--- src/rtl/pipe_hazard_ctrl.sv ---
`default_nettype none
// ============================================================================
// Module   : pipe_hazard_ctrl
// Brief    : Stall/flush sequencer for the 5-stage WISC-SP20 pipeline:
//            load-use bubbles, EX redirects, memory wait states, HALT drain.
// Revision : 1.0
// ============================================================================
module pipe_hazard_ctrl #(
    parameter int MEM_TIMEOUT  = 64,
    parameter int DRAIN_CYCLES = 4
) (
    input  logic        clk,
    input  logic        rst,
    input  logic [2:0]  id_rs,
    input  logic [2:0]  id_rt,
    input  logic        id_rs_used,
    input  logic        id_rt_used,
    input  logic        id_halt,
    input  logic [2:0]  ex_rd,
    input  logic        ex_reg_write,
    input  logic        ex_mem_read,
    input  logic        ex_redirect,
    input  logic        mem_busy,
    output logic        pc_en,
    output logic        ifid_en,
    output logic        idex_en,
    output logic        exmem_en,
    output logic        ifid_flush,
    output logic        idex_flush,
    output logic        halted,
    output logic        err,
    output logic [15:0] bubble_cnt
);

    localparam logic [7:0] c_mem_timeout = 8'(MEM_TIMEOUT);
    localparam logic [3:0] c_drain_init  = 4'(DRAIN_CYCLES - 1);

    if (MEM_TIMEOUT < 1 || MEM_TIMEOUT > 255) begin : g_bad_mem_timeout
        $error("pipe_hazard_ctrl: MEM_TIMEOUT out of range 1..255");
    end
    if (DRAIN_CYCLES < 1 || DRAIN_CYCLES > 15) begin : g_bad_drain_cycles
        $error("pipe_hazard_ctrl: DRAIN_CYCLES out of range 1..15");
    end

    typedef enum logic [1:0] {
        S_RUN    = 2'd0,
        S_WAIT   = 2'd1,
        S_DRAIN  = 2'd2,
        S_HALTED = 2'd3
    } state_t;

    state_t      r_state;
    logic [7:0]  r_wait_cnt;
    logic [3:0]  r_drain_cnt;
    logic        r_err;
    logic [15:0] r_bubble_cnt;

    logic w_lu;
    logic w_pc_en;
    logic w_ifid_en;
    logic w_idex_en;
    logic w_exmem_en;
    logic w_ifid_flush;
    logic w_idex_flush;
    logic w_halted;
    logic w_bubble;
    logic w_enter_drain;

    assign w_lu = ex_mem_read & ex_reg_write &
                  ((id_rs_used & (id_rs == ex_rd)) | (id_rt_used & (id_rt == ex_rd)));

    always_comb begin
        w_pc_en       = 1'b0;
        w_ifid_en     = 1'b0;
        w_idex_en     = 1'b0;
        w_exmem_en    = 1'b0;
        w_ifid_flush  = 1'b0;
        w_idex_flush  = 1'b0;
        w_halted      = 1'b0;
        w_bubble      = 1'b0;
        w_enter_drain = 1'b0;
        unique case (r_state)
            S_RUN, S_WAIT: begin
                // A WAIT exit re-evaluates the held EX/ID contents like RUN.
                if (!mem_busy) begin
                    w_pc_en    = 1'b1;
                    w_ifid_en  = 1'b1;
                    w_idex_en  = 1'b1;
                    w_exmem_en = 1'b1;
                    if (ex_redirect) begin
                        w_ifid_flush = 1'b1;
                        w_idex_flush = 1'b1;
                    end else if (w_lu) begin
                        w_pc_en      = 1'b0;
                        w_ifid_en    = 1'b0;
                        w_idex_flush = 1'b1;
                        w_bubble     = 1'b1;
                    end else if (id_halt) begin
                        w_pc_en       = 1'b0;
                        w_ifid_flush  = 1'b1;
                        w_enter_drain = 1'b1;
                    end
                end
            end
            S_DRAIN: begin
                w_ifid_en    = 1'b1;
                w_ifid_flush = 1'b1;
                w_idex_en    = ~mem_busy;
                w_exmem_en   = ~mem_busy;
            end
            S_HALTED: begin
                w_halted = 1'b1;
            end
            default: ;
        endcase
    end

    always_ff @(posedge clk) begin
        if (!rst) begin
            r_state      <= S_RUN;
            r_wait_cnt   <= 8'd0;
            r_drain_cnt  <= 4'd0;
            r_err        <= 1'b0;
            r_bubble_cnt <= 16'd0;
        end else begin
            if (w_bubble && r_bubble_cnt != 16'hFFFF) begin
                r_bubble_cnt <= r_bubble_cnt + 16'd1;
            end
            unique case (r_state)
                S_RUN: begin
                    if (mem_busy) begin
                        r_state    <= S_WAIT;
                        r_wait_cnt <= 8'd1;
                    end else if (w_enter_drain) begin
                        r_state     <= S_DRAIN;
                        r_drain_cnt <= c_drain_init;
                    end
                end
                S_WAIT: begin
                    if (mem_busy) begin
                        if (r_wait_cnt != 8'hFF) begin
                            r_wait_cnt <= r_wait_cnt + 8'd1;
                        end
                        if (r_wait_cnt == c_mem_timeout) begin
                            r_err <= 1'b1;
                        end
                    end else begin
                        r_wait_cnt <= 8'd0;
                        if (w_enter_drain) begin
                            r_state     <= S_DRAIN;
                            r_drain_cnt <= c_drain_init;
                        end else begin
                            r_state <= S_RUN;
                        end
                    end
                end
                S_DRAIN: begin
                    if (!mem_busy) begin
                        if (r_drain_cnt == 4'd0) begin
                            r_state <= S_HALTED;
                        end else begin
                            r_drain_cnt <= r_drain_cnt - 4'd1;
                        end
                    end
                end
                S_HALTED: ;
                default: r_state <= S_RUN;
            endcase
        end
    end

    // Every output is held low for as long as reset is asserted.
    assign pc_en      = rst & w_pc_en;
    assign ifid_en    = rst & w_ifid_en;
    assign idex_en    = rst & w_idex_en;
    assign exmem_en   = rst & w_exmem_en;
    assign ifid_flush = rst & w_ifid_flush;
    assign idex_flush = rst & w_idex_flush;
    assign halted     = rst & w_halted;
    assign err        = rst & r_err;
    assign bubble_cnt = rst ? r_bubble_cnt : 16'd0;

endmodule
`default_nettype wire
--- config.mk ---
export PLATFORM = sky130hd
export DESIGN_NAME = pipe_hazard_ctrl
export DESIGN_NICKNAME = d
export VERILOG_FILES = /design/src/rtl/pipe_hazard_ctrl.sv
export SDC_FILE = /design/constraint.sdc
export NUM_CORES = 1
export LEC_CHECK = 0
export ABC_AREA = 1
export CAP_MARGIN = 20
export CORE_MARGIN = 4
export CORE_UTILIZATION = 30
export DETAILED_ROUTE_END_ITERATION = 12
export PLACE_DENSITY = 0.55
export REMOVE_ABC_BUFFERS = 1
export SLEW_MARGIN = 10
export SYNTH_ARGS = -nofsm -noshare
export SYNTH_HDL_FRONTEND = slang
export SYNTH_SLANG_ARGS = --single-unit
export TNS_END_PERCENT = 1
--- constraint.sdc ---
create_clock -name clk -period 2.25 [get_ports clk]
set_input_delay 0.675 -clock clk [delete_from_list [all_inputs] [get_ports clk]]
set_output_delay 0.675 -clock clk [all_outputs]
set_load 0.01 [all_outputs]
* Word-level counts from Yosys, hierarchy flattened *
Index checks and enable logic that the tools add are counted.

storage, ports and cells
  RAM bits = 0
  memories kept = 0
  latch bits = 0
  bits in read-only memories = 0
  input port bits = 18
  output and inout port bits = 24
  bits in registers = 31
  word-level logic and storage cells = 93

operators by class
  multiply operators = 0
  reduce and logical (&&, ||, !) cells = 11
  muxes and demuxes = 44
  bitwise logic cells = 13
  equality and inequality tests = 17
  add/sub/neg operators = 3
  shift operators = 0
  magnitude comparators = 0
  div/mod/pow operators = 0

operators with widths
  cell                                              count
  two-way mux 1 bit                                 24
  two-way mux 8 bit                                 3
  adder 16 x 1 -> 16 bit, second input constant     1
  two-way mux 16 bit                                1
  two-way mux 4 bit                                 4
  != test 16 bit, second input constant             1
  case mux 8 bit (2 select lines)                   1
  two-way mux 2 bit                                 6
  != test 2 bit, second input constant              6
  bitwise AND 1 bit                                 11
  AND reduction 5 bit                               2
  adder 8 x 1 -> 8 bit, second input constant       1
  == test 8 x 7 -> 1 bit, second input constant     1
  != test 8 bit, second input constant              1
  case mux 4 bit (2 select lines)                   1
  == test 3 bit                                     2
  != test 3 bit, second input constant              2
  case mux 1 bit (2 select lines)                   3
  case mux 2 bit (3 select lines)                   1
  AND reduction 3 bit                               2
  == test 2 bit, second input constant              2
  logical NOT 4 bit                                 1
  nonzero test 2 bit                                2
  subtractor 4 x 1 -> 4 bit, second input constant  1
  other kinds (8)                                   8

* Depth between registers and ports, before layout *
  depth in word-level cells = 11
  mapped depth = 13
  depth with buffers taken out = 13

* Least setup slack after synthesis *
No wires, ideal clock.

  kind = input to output
  from = in mem_busy
  to = out pc_en
  buffers on the path = 1
  arrival time = 1.634 ns
  cell stages on the path = 5
  required time = 1.575 ns
  slack = -0.059 ns
  cells stage by stage = buf_2 nor2_1 nand2_1 or3_1 inv_1

on the way
  longest elaborated chain between the ends = 3

ends and longest elaborated chain
  what               line  source
  from (decl)        23    input logic mem_busy,
  two-way mux 1 bit  85    if (!mem_busy) begin
  two-way mux 1 bit  82    unique case (r_state)
  bitwise AND 1 bit  173   assign pc_en = rst & w_pc_en;
  to (decl)          24    output logic pc_en,

Every way passes these cells.

* Worst setup path in the final report *
  from = reg r_state[1]
  to = out pc_en

on the way
  longest elaborated chain between the ends = 4
  elaborated cells on any way between the ends = 5
  classes of those cells = eq/ne (1); mux (1); bitwise (1); reduce/logical (2)

ends and longest elaborated chain
  what                                                         line  source
  from (decl)                                                  52    state_t r_state;
  from (signal assigned)                                       120   r_state <= S_RUN;
  from (signal assigned)                                       132   r_state <= S_WAIT;
  from (signal assigned)                                       135   r_state <= S_DRAIN;
  == test 2 x 1 -> 1 bit or logical NOT 2 bit (tied branches)  82
  OR reduction 2 bit (no line) *                               --
  two-way mux 1 bit *                                          82
  bitwise AND 1 bit *                                          173

Mark *: on every way between the ends. The rest lies on a longest branch, timed or not.

==> impl_metrics.json <==
{
  "cts_buffers": 5,
  "root_buffer": "clkbuf_8",
  "worst_r2r_endpoint": "r_bubble_cnt[0]",
  "reg2reg_slack_ns": 0.39,
  "antenna_found_initial": 0,
  "hold_depth": 1,
  "layout_commonest_cell": "nand2_1",
  "core-area_um2": 7253,
  "rows": 31,
  "synthCells": 340,
  "post-route-min-period_ns": 2.373,
  "port-buffer-count": 41,
  "cp.required_ns": 1.57,
  "drc_errors": 0,
  "whs_endpoint": "r_err",
  "hold_viol_final": 0,
  "yosysWarnings": 0,
  "crit_fanout": 3,
  "dp.cells": 504,
  "grt_remaining_overflow": 0,
  "layout_setup_ws_ns": -0.1230,
  "reg2reg_depth": 10,
  "setup_viol": 3,
  "multi_input_area_um2": 1400,
  "die_area_um2": 8916,
  "drt_wl_total_mm": 5.651,
  "reg2reg_from": "r_bubble_cnt[0]",
  "grt_max_degree": 18,
  "cap_viol_max_count": 0,
  "holdCritStartpoint": "r_wait_cnt[5]",
  "routedWlPerCell_um": 10.93,
  "critPathArrivalTime_ns": 1.70,
  "synth-seq-cells": 31,
  "path_class": "flip-flop to primary output",
  "gp_congestion": 0.8217,
  "finalPower_mw": 1.882,
  "rsz0062_at_grt": "yes",
  "ys_types": 35,
  "violations": "negative setup slack",
  "max_freq_ghz": 0.4214,
  "ctsHoldBuffers": 0,
  "slew_headroom_pct": 77.92,
  "vias": 2257,
  "floorplan.initialDensity_pct": 30.90,
  "hold-worst-slack_ns": 0.4799,
  "layoutNonFillerInstCount": 517,
  "cts_sinks": 31,
  "peakVddDrop_mv": 0.2941,
  "io_pins": 42,
  "post_drt_via_cell_ratio": 4.366,
  "die_x_um": 94.43,
  "syn_area_per_cell_um2": 6.591,
  "n_fill_cell": 771,
  "power_density_nw_per_um2": 592.7,
  "p_leak_nw": 1.629,
  "placed_area_um2": 2969,
  "cts_max_level": 2,
  "tightest_slew_ns": 0.3282,
  "drive_gt1_share_pct": 30.14,
  "n_antenna_cell": 0,
  "synthToLayoutAreaGrowth_pct": 41.71,
  "drt-pass1-iter-count": 4,
  "drv_slew": 0,
  "stdcell_area_um2": 3176,
  "gr-usage-all-layers_pct": 13.37,
  "cp-end-kind": "primary output",
  "finalCritPeriodShare_pct": 105.5,
  "outcome": "finished with violations",
  "synth_flop_cell": "dfxtp_1",
  "clk_latency_ns": 0.28,
  "ys_seq_area_share_pct": 27.69,
  "grt_pass1_vias": 2191,
  "ant_nets": 0,
  "synthesis.area_um2": 2241,
  "async_reset_ff_share_pct": 0,
  "finalNetCount": 445,
  "grt_pass1_wl_mm": 9.749,
  "path_clk_slew_ns": 0.07,
  "regArea_um2": 624.3,
  "dp_slack_ns": -0.9511,
  "hpwl_mm": 4.146,
  "synth-edff-count": 0,
  "start_kind": "flip-flop",
  "most-common-layout-cells": "nand2_1, inv_1, buf_4, nor2_1, dfxtp_1",
  "clk_path_buf_depth": 2,
  "worst_hold_path_type": "flip-flop to flip-flop",
  "cts_tree": "done",
  "die_h_um": 94.43,
  "fin_worst_skew_ns": 0.007059,
  "first_iter_violations": 85
}
[cell families after synthesis]
family	Yosys count	share of synthesized area [%]
buf+inv	68	12.67
fa+ha+maj	10	5.583
flops	31	27.69
simple gates	171	36.01
compound gates	46	12.56
xor+xnor	14	5.472
[worst max-delay path by stage]
stage	startpoint	end	slack (ns)	cells past startpoint
final	r_state[1]	pc_en	-0.12	8
after global routing	r_state[1]	pc_en	-0.19	8
after CTS	ex_rd[1]	pc_en	-0.22	12
after detailed placement	ex_rd[1]	pc_en	-0.95	11
after global placement	ex_rd[2]	pc_en	-0.92	11
after floorplan	rst	exmem_en	-0.05	2
[cells in the mapped netlist, types with 2 or more instances]
library cell	instances	area, µm²
clkbuf_1	4	15.01
o21ai_0	13	65.06
dfxtp_1	31	620.6
nor3_1	4	20.02
nand4_1	6	37.54
nand2_1	84	315.3
inv_1	54	202.7
a21oi_2	10	87.58
a311oi_1	2	17.52
nor2_1	35	131.4
ha_1	10	125.1
xor2_1	7	61.31
a21oi_1	19	95.09
nor4_1	3	18.77
nor2_4	2	22.52
inv_2	4	15.01
nand3_1	14	70.07
clkinv_1	2	7.510
xnor2_1	7	61.31
nand2_2	14	87.58
[layout make-up]
cell class | count | area share, %
inverters | 60 | 7.368
clock buffers | 5 | 2.167
flip-flops and latches | 31 | 19.66
clock inverters | 3 | 0.4728
multi-input cells | 241 | 44.09
well taps | 99 | 3.901
repair buffers | 78 | 22.34
[stage by stage]
step | TNS, ns | util [%]
after CTS | -0.3977 | 42.28
after detailed placement | -22.50 | 40.94
after global routing | -0.5349 | 43.78
after floorplan | -0.1060 | -
final | -0.1810 | 43.78
after global placement | -22.37 | 40.94
[critical path, stage by stage, from the launching register on]
cell     delay (ns)
dfxtp_1        0.32
inv_2          0.09
ha_2           0.18
nor2_1         0.06
nor2_2         0.14
nand2_2        0.08
or3_4          0.39
inv_2          0.06
buf_6          0.09
[layer usage]
layer	GRT usage, %	wire [µm]	up-vias
li1	-	-	1214
met1	16.86	2650	996
met2	22.75	2688	43
met3	2.709	254	4
met4	4.332	58	0
met5	0	0	-
[power breakdown]
group	leakage, nW	internal, mW	switching [mW]
registers	0.252	0.602	0.0399
clock network	0.0477	0.212	0.222
logic	1.33	0.390	0.417
total	1.63	1.20	0.679
[registers in the layout (all words and copies together), names as in the netlist]
register / count
r_wait_cnt: 8
r_err: 1
r_state: 2
r_bubble_cnt: 16
r_drain_cnt: 4
[timing repair]
item	CTS	global route
endpoints found under the setup margin	24	6
pin swaps	20	15
gates resized for setup	108	35
setup buffers	1	3
gates cloned	1	0
Note: power is estimated with default switching activity, not from simulation.
==> RTL change 1, RTL diff (same flow settings) <==
`MEM_TIMEOUT`: 64 -> 48.
--- a/src/rtl/pipe_hazard_ctrl.sv
+++ b/src/rtl/pipe_hazard_ctrl.sv
@@ -6,7 +6,7 @@
 // Revision : 1.0
 // ============================================================================
 module pipe_hazard_ctrl #(
-    parameter int MEM_TIMEOUT  = 64,
+    parameter int MEM_TIMEOUT  = 48,
     parameter int DRAIN_CYCLES = 4
 ) (
     input  logic        clk,
Function: no difference found for any inputs over 10 cycles, from zero or initial values and one cycle with rst low; that may be too few to reach the edited logic, so the function may still have changed.
==> RTL change 1 against the unedited design <==
- power increased by 6.8%
- clock skew barely moved
- synthesized cell count up 3.2%
- combinational power down 2%
- area after synthesis shrank 0.28%
- the run still ends with setup timing left
- worst hold slack better by 0.0068 ns
- cell count rose by 0.58%
- non-clock buffer count shrank 6
- sequential cell count unchanged
- design area shrank 0.79%
- fmax fell by 0.47%
- routed wire length is 2.5% lower
- setup slack worse by 0.011 ns
- die area shrank 0.25%
==> RTL change 1: results (changes against the unedited design) <==
status complete, but fails checks; failing checks setup timing; via count 2292 (+1.6%); clk_buf instances 6 (+1); first-pass GRT wire length 9670 um (-0.78%); GRT Total Usage 13.3% (-0.060 points); Iteration-0 DRC Markers 73 (-14%); CP max stage cell or3_1; Post-synth top cells nand2_1 (114), inv_1 (53), nor2_1 (33), dfxtp_1 (31), a21oi_1 (18); M1 wire length 2590 um (-2.4%); Least-Margin Pin Slew 0.308 ns (-0.0199 ns); DRT Wirelength 5510 um (-2.5%); routability cong. 0.762 (-7.3%); pin count of the biggest net entering global routing 20 (+2); Net Sw Frac 34.2% (-1.9 points); clock network power 580 uW (+34%); register-to-register setup slack 0.46 ns (+0.07 ns); number of non-clock buffers in the layout 72 (-7.7%); clk tree area frac 3.73% (+1.1 points); Synth area leaders dfxtp_1 (28%), nand2_1 (19%), inv_1 (8.9%); Hold EP r_drain_cnt[1]; routed length on met2 2600 um (-3.1%); dpl cells 509 (+0.99%); max_cap viols 0 (unchanged); Signal inverters 56 (-6.7%); CP max FO 2 (-1); CP startpoint mem_busy; share of power burned in combinational logic 39.2% (-3.7 points); Hold Crit Class flip-flop to flip-flop; DP Wirelength 4150 um (+0.17%); H-Tree Depth 2 (unchanged); non-clk buf share 21.4% (-0.93 points); post-synthesis sequential area ratio 27.8% (+0.078 points); worst hold start r_drain_cnt[1]; WL/cell 10.6 um (-3.1%); number of library cell types mapped by synthesis 34 (-2.9%); Hold WS 0.487 ns (+0.00682 ns); area of the multi-input gates 1400 sq um (-0.18%); #MultiIn Comb 254 (+5.4%); skew final 0.00711 ns (+0.0000518 ns); Initial DRT Pass Iterations 4 (unchanged); WHS Path Cells 2 (+1); Reg area 622 sq um (-0.40%); P_leak 1.58 nW (-3.1%); final-layout fill cell count 804 (+4.3%); clock root buffer clkbuf_8; Ys Warns 0 (unchanged); layout cell share with drive strength beyond 1 24.0% (-6.2 points); final setup violation count 3 (unchanged); slowest stage delay, CP 0.36 ns (-0.03 ns); metal3 WL 280 um (+10%); R2R cell count 9 (-1); Nets 448 (+0.67%); number of global-route vias before repair 2224 (+1.5%); peak supply drop 283 uV (-3.8%); PnR worst setup slack -0.134 ns (-0.0111 ns); r2r endpoint r_bubble_cnt[1]
RTL change 1: changes by cell type in the layout (fill, tap and decap cells not counted), moves of 3 or more:
cell	before	now
nor2_2	5	1
clkinv_2	4	1
nand2_1	78	108
o21ai_0	11	4
buf_2	3	6
nand3_1	14	11
nor3_1	3	7
nor3b_1	0	3
xor2_1	7	10
nand2_2	20	11
buf_4	33	25
RTL change 1: stage by stage:
step                      cell area (sq um)  TNS, ns  setup slack (ns)  power, mW
final                                  3150   -0.207            -0.134       2.01
after global routing                   3150   -0.556            -0.187       2.17
after CTS                              3110   -0.327            -0.167       2.02
after detailed placement               2950   -23.36            -0.915       1.39
after global placement                 2950   -22.79            -0.892       1.39
after floorplan                        2180        0            0.0936       1.09
RTL change 1: worst reg2reg max path, cell delays in order, from the launching register on:
cell and delay, ns:
dfxtp_1 0.41, ha_1 0.22, nand2_1 0.11, nor2_4 0.19
nand2_2 0.11, nor3_4 0.22, nor2_8 0.10, buf_12 0.14
o21ai_0 0.13, nor2_1 0.05
RTL change 1: cell families (layout without fill, tap and decap cells):
logic type | Yosys count | count (layout) | synth area share [%]
AO/OA/AOI/OAI | 37 | 37 | 10.3
XOR/XNOR | 16 | 16 | 6.27
AND/OR/NAND/NOR | 191 | 191 | 37.9
adder cells (fa/ha/maj) | 10 | 10 | 5.60
flip-flops | 31 | 31 | 27.8
buffers and inverters | 66 | 136 | 12.2
RTL change 1: per-layer routing:
metal | global-route usage, % | up-vias
met2 | 23.0 | 53
met5 | 0 | -
met4 | 3.25 | 0
met1 | 16.8 | 1012
li1 | - | 1222
met3 | 2.88 | 5
RTL change 1: what timing repair did:
item                       4_1_cts  5_1_grt
gates resized for setup        113       22
gates cloned                     1        0
setup endpoints to repair       40        6
pin swaps                       20       17
setup buffers                    1        1
==> RTL change 2, RTL diff (same flow settings) <==
Made on the original files. Put a register stage on the output `bubble_cnt`, without a reset. The value now appears one clock later. The other outputs are not delayed to match.
--- a/src/rtl/pipe_hazard_ctrl.sv
+++ b/src/rtl/pipe_hazard_ctrl.sv
@@ -178,7 +178,9 @@
     assign idex_flush = rst & w_idex_flush;
     assign halted     = rst & w_halted;
     assign err        = rst & r_err;
-    assign bubble_cnt = rst ? r_bubble_cnt : 16'd0;
+    always_ff @(posedge clk) begin
+        bubble_cnt <= rst ? r_bubble_cnt : 16'd0;
+    end
 
 endmodule
 `default_nettype wire
Formal check against the unedited RTL: not equivalent (Yosys sat finds a counterexample within 4 cycles, from zero or initial values and one cycle with rst low).
==> RTL change 2 against the unedited design <==
- the flow still finishes with violations (setup timing)
- sequential cell count up 16
- sequential power up 45%
- critical path depth up 3
- synthesized cell count up 6.8%
- design area up 6.8%
- routed wire length up 0.48%
- setup slack better by 0.096 ns
- power up 20%
- clock power up 15%
- area after synthesis up 8.3%
- count of clock-buffer cells in the layout unchanged
- critical path type is now input port to primary output
==> RTL change 2: results (changes against the unedited design) <==
final-layout fill cell count 836 (+8.4%); P_leak 1.60 nW (-1.8%); dpl ws -0.872 ns (+0.0788 ns); Clk pin slew, worst setup/hold paths 0.09 ns (+0.02 ns); Least-Margin Pin Slew 0.335 ns (+0.00645 ns); Data arrival, critical path 1.60 ns (-0.10 ns); Hold EP bubble_cnt[10]; layout cell share with drive strength beyond 1 22.2% (-8.0 points); IO Port Bufs 41 (unchanged); slowest stage delay, CP 0.19 ns (-0.20 ns); skew final 0.00371 ns (-0.00335 ns); failing checks setup timing; PnR worst setup slack -0.0274 ns (+0.0956 ns); peak supply drop 297 uV (+1.1%); GRT Total Usage 12.2% (-1.2 points); Iteration-0 DRC Markers 87 (+2.4%); r2r endpoint r_drain_cnt[2]; Synth area leaders dfxtp_1 (39%), nand2_1 (14%), inv_1 (9.3%); worst reg2reg path startpoint r_state[0]; via count 2417 (+7.1%); top flop regs bubble_cnt (16), r_bubble_cnt (16), r_wait_cnt (8); CP top delay family simple AND/OR/NAND/NOR gates; CP max stage cell a311oi_2; post-synthesis sequential area ratio 38.8% (+11 points); status complete, but fails checks; DP Wirelength 4320 um (+4.1%); Post-synth top cells nand2_1 (89), inv_1 (60), nor2_1 (48), dfxtp_1 (47), a21oi_1 (22); routability cong. 0.850 (+3.4%); Nets 470 (+5.6%); number of global-route vias before repair 2367 (+8.0%); Hold WS 0.451 ns (-0.0294 ns); number of library cell types mapped by synthesis 29 (-17%); worst hold start r_bubble_cnt[10]; CP max FO 4 (+1); final setup violation count 2 (-1); register-to-register setup slack 0.26 ns (-0.13 ns)
[RTL change 2: logic make-up after synthesis]
family	Yosys count	synth area share (%)
fa+ha+maj	10	5.15
simple gates	180	31.1
xor+xnor	7	2.53
flops	47	38.8
buf+inv	70	11.4
compound gates	49	11.1
[RTL change 2: area by class of cell]
type | instances | area, sq um | area share, %
Multi-Input combinational cell | 246 | 1290 | 38.0
Clock buffer | 5 | 68.8 | 2.03
Timing Repair Buffer | 82 | 727 | 21.4
Tap cell | 102 | 128 | 3.76
Clock inverter | 2 | 13.8 | 0.406
Inverter | 60 | 225 | 6.64
Sequential cell | 47 | 941 | 27.7
[RTL change 2: worst max-delay path by stage]
stage	start	slack [ns]	endpoint	cells past startpoint
2_1_floorplan	ex_rd[0]	-0.15	r_bubble_cnt[12]	11
3_3_place_gp	ex_rd[1]	-0.88	ifid_flush	10
3_5_place_dp	ex_rd[0]	-0.87	ifid_en	11
4_1_cts	mem_busy	-0.15	ifid_en	7
5_1_grt	ex_rd[0]	-0.14	ifid_flush	11
6_report	ex_rd[1]	-0.03	ifid_flush	11
[RTL change 2: report_power, final]
| part | internal, mW | switching (mW) |
|---|---|---|
| logic | 0.391 | 0.439 |
| clock network | 0.213 | 0.284 |
| registers | 0.887 | 0.0425 |
| total | 1.49 | 0.765 |
[RTL change 2: worst min-delay path, delay by kind of cell, from the launching register on]
family | cells | cell delay [ns]
buffers and inverters | 1 | 0.03
and+or+nand+nor | 1 | 0.06
DFF | 1 | 0.33
[RTL change 2: layer usage]
layer | GRT usage (%) | up-vias | share of wire (%)
met3 | 2.79 | 4 | 5.1
met5 | 0 | - | 0
met2 | 21.2 | 47 | 46
met1 | 15.0 | 1070 | 48
met4 | 3.62 | 0 | 1.1
li1 | - | 1296 | -
[RTL change 2: stage by stage]
| stage | setup TNS [ns] | instances | utilization, % | area (sq um) |
|---|---|---|---|---|
| after floorplan | -0.704 | 353 | - | 2380 |
| after global placement | -11.20 | 532 | 41.1 | 3210 |
| after detailed placement | -11.68 | 532 | 41.1 | 3210 |
| after CTS | -0.512 | 543 | 42.1 | 3290 |
| after global routing | -0.395 | 544 | 43.4 | 3390 |
| final | -0.0544 | 544 | 43.4 | 3390 |
[RTL change 2: what timing repair did]
action                                  CTS  global route
hold buffers                              0             0
endpoints found under the setup margin   18            10
pin swaps                                23            18
buffers inserted                          4             1
gates resized for setup                  84            37
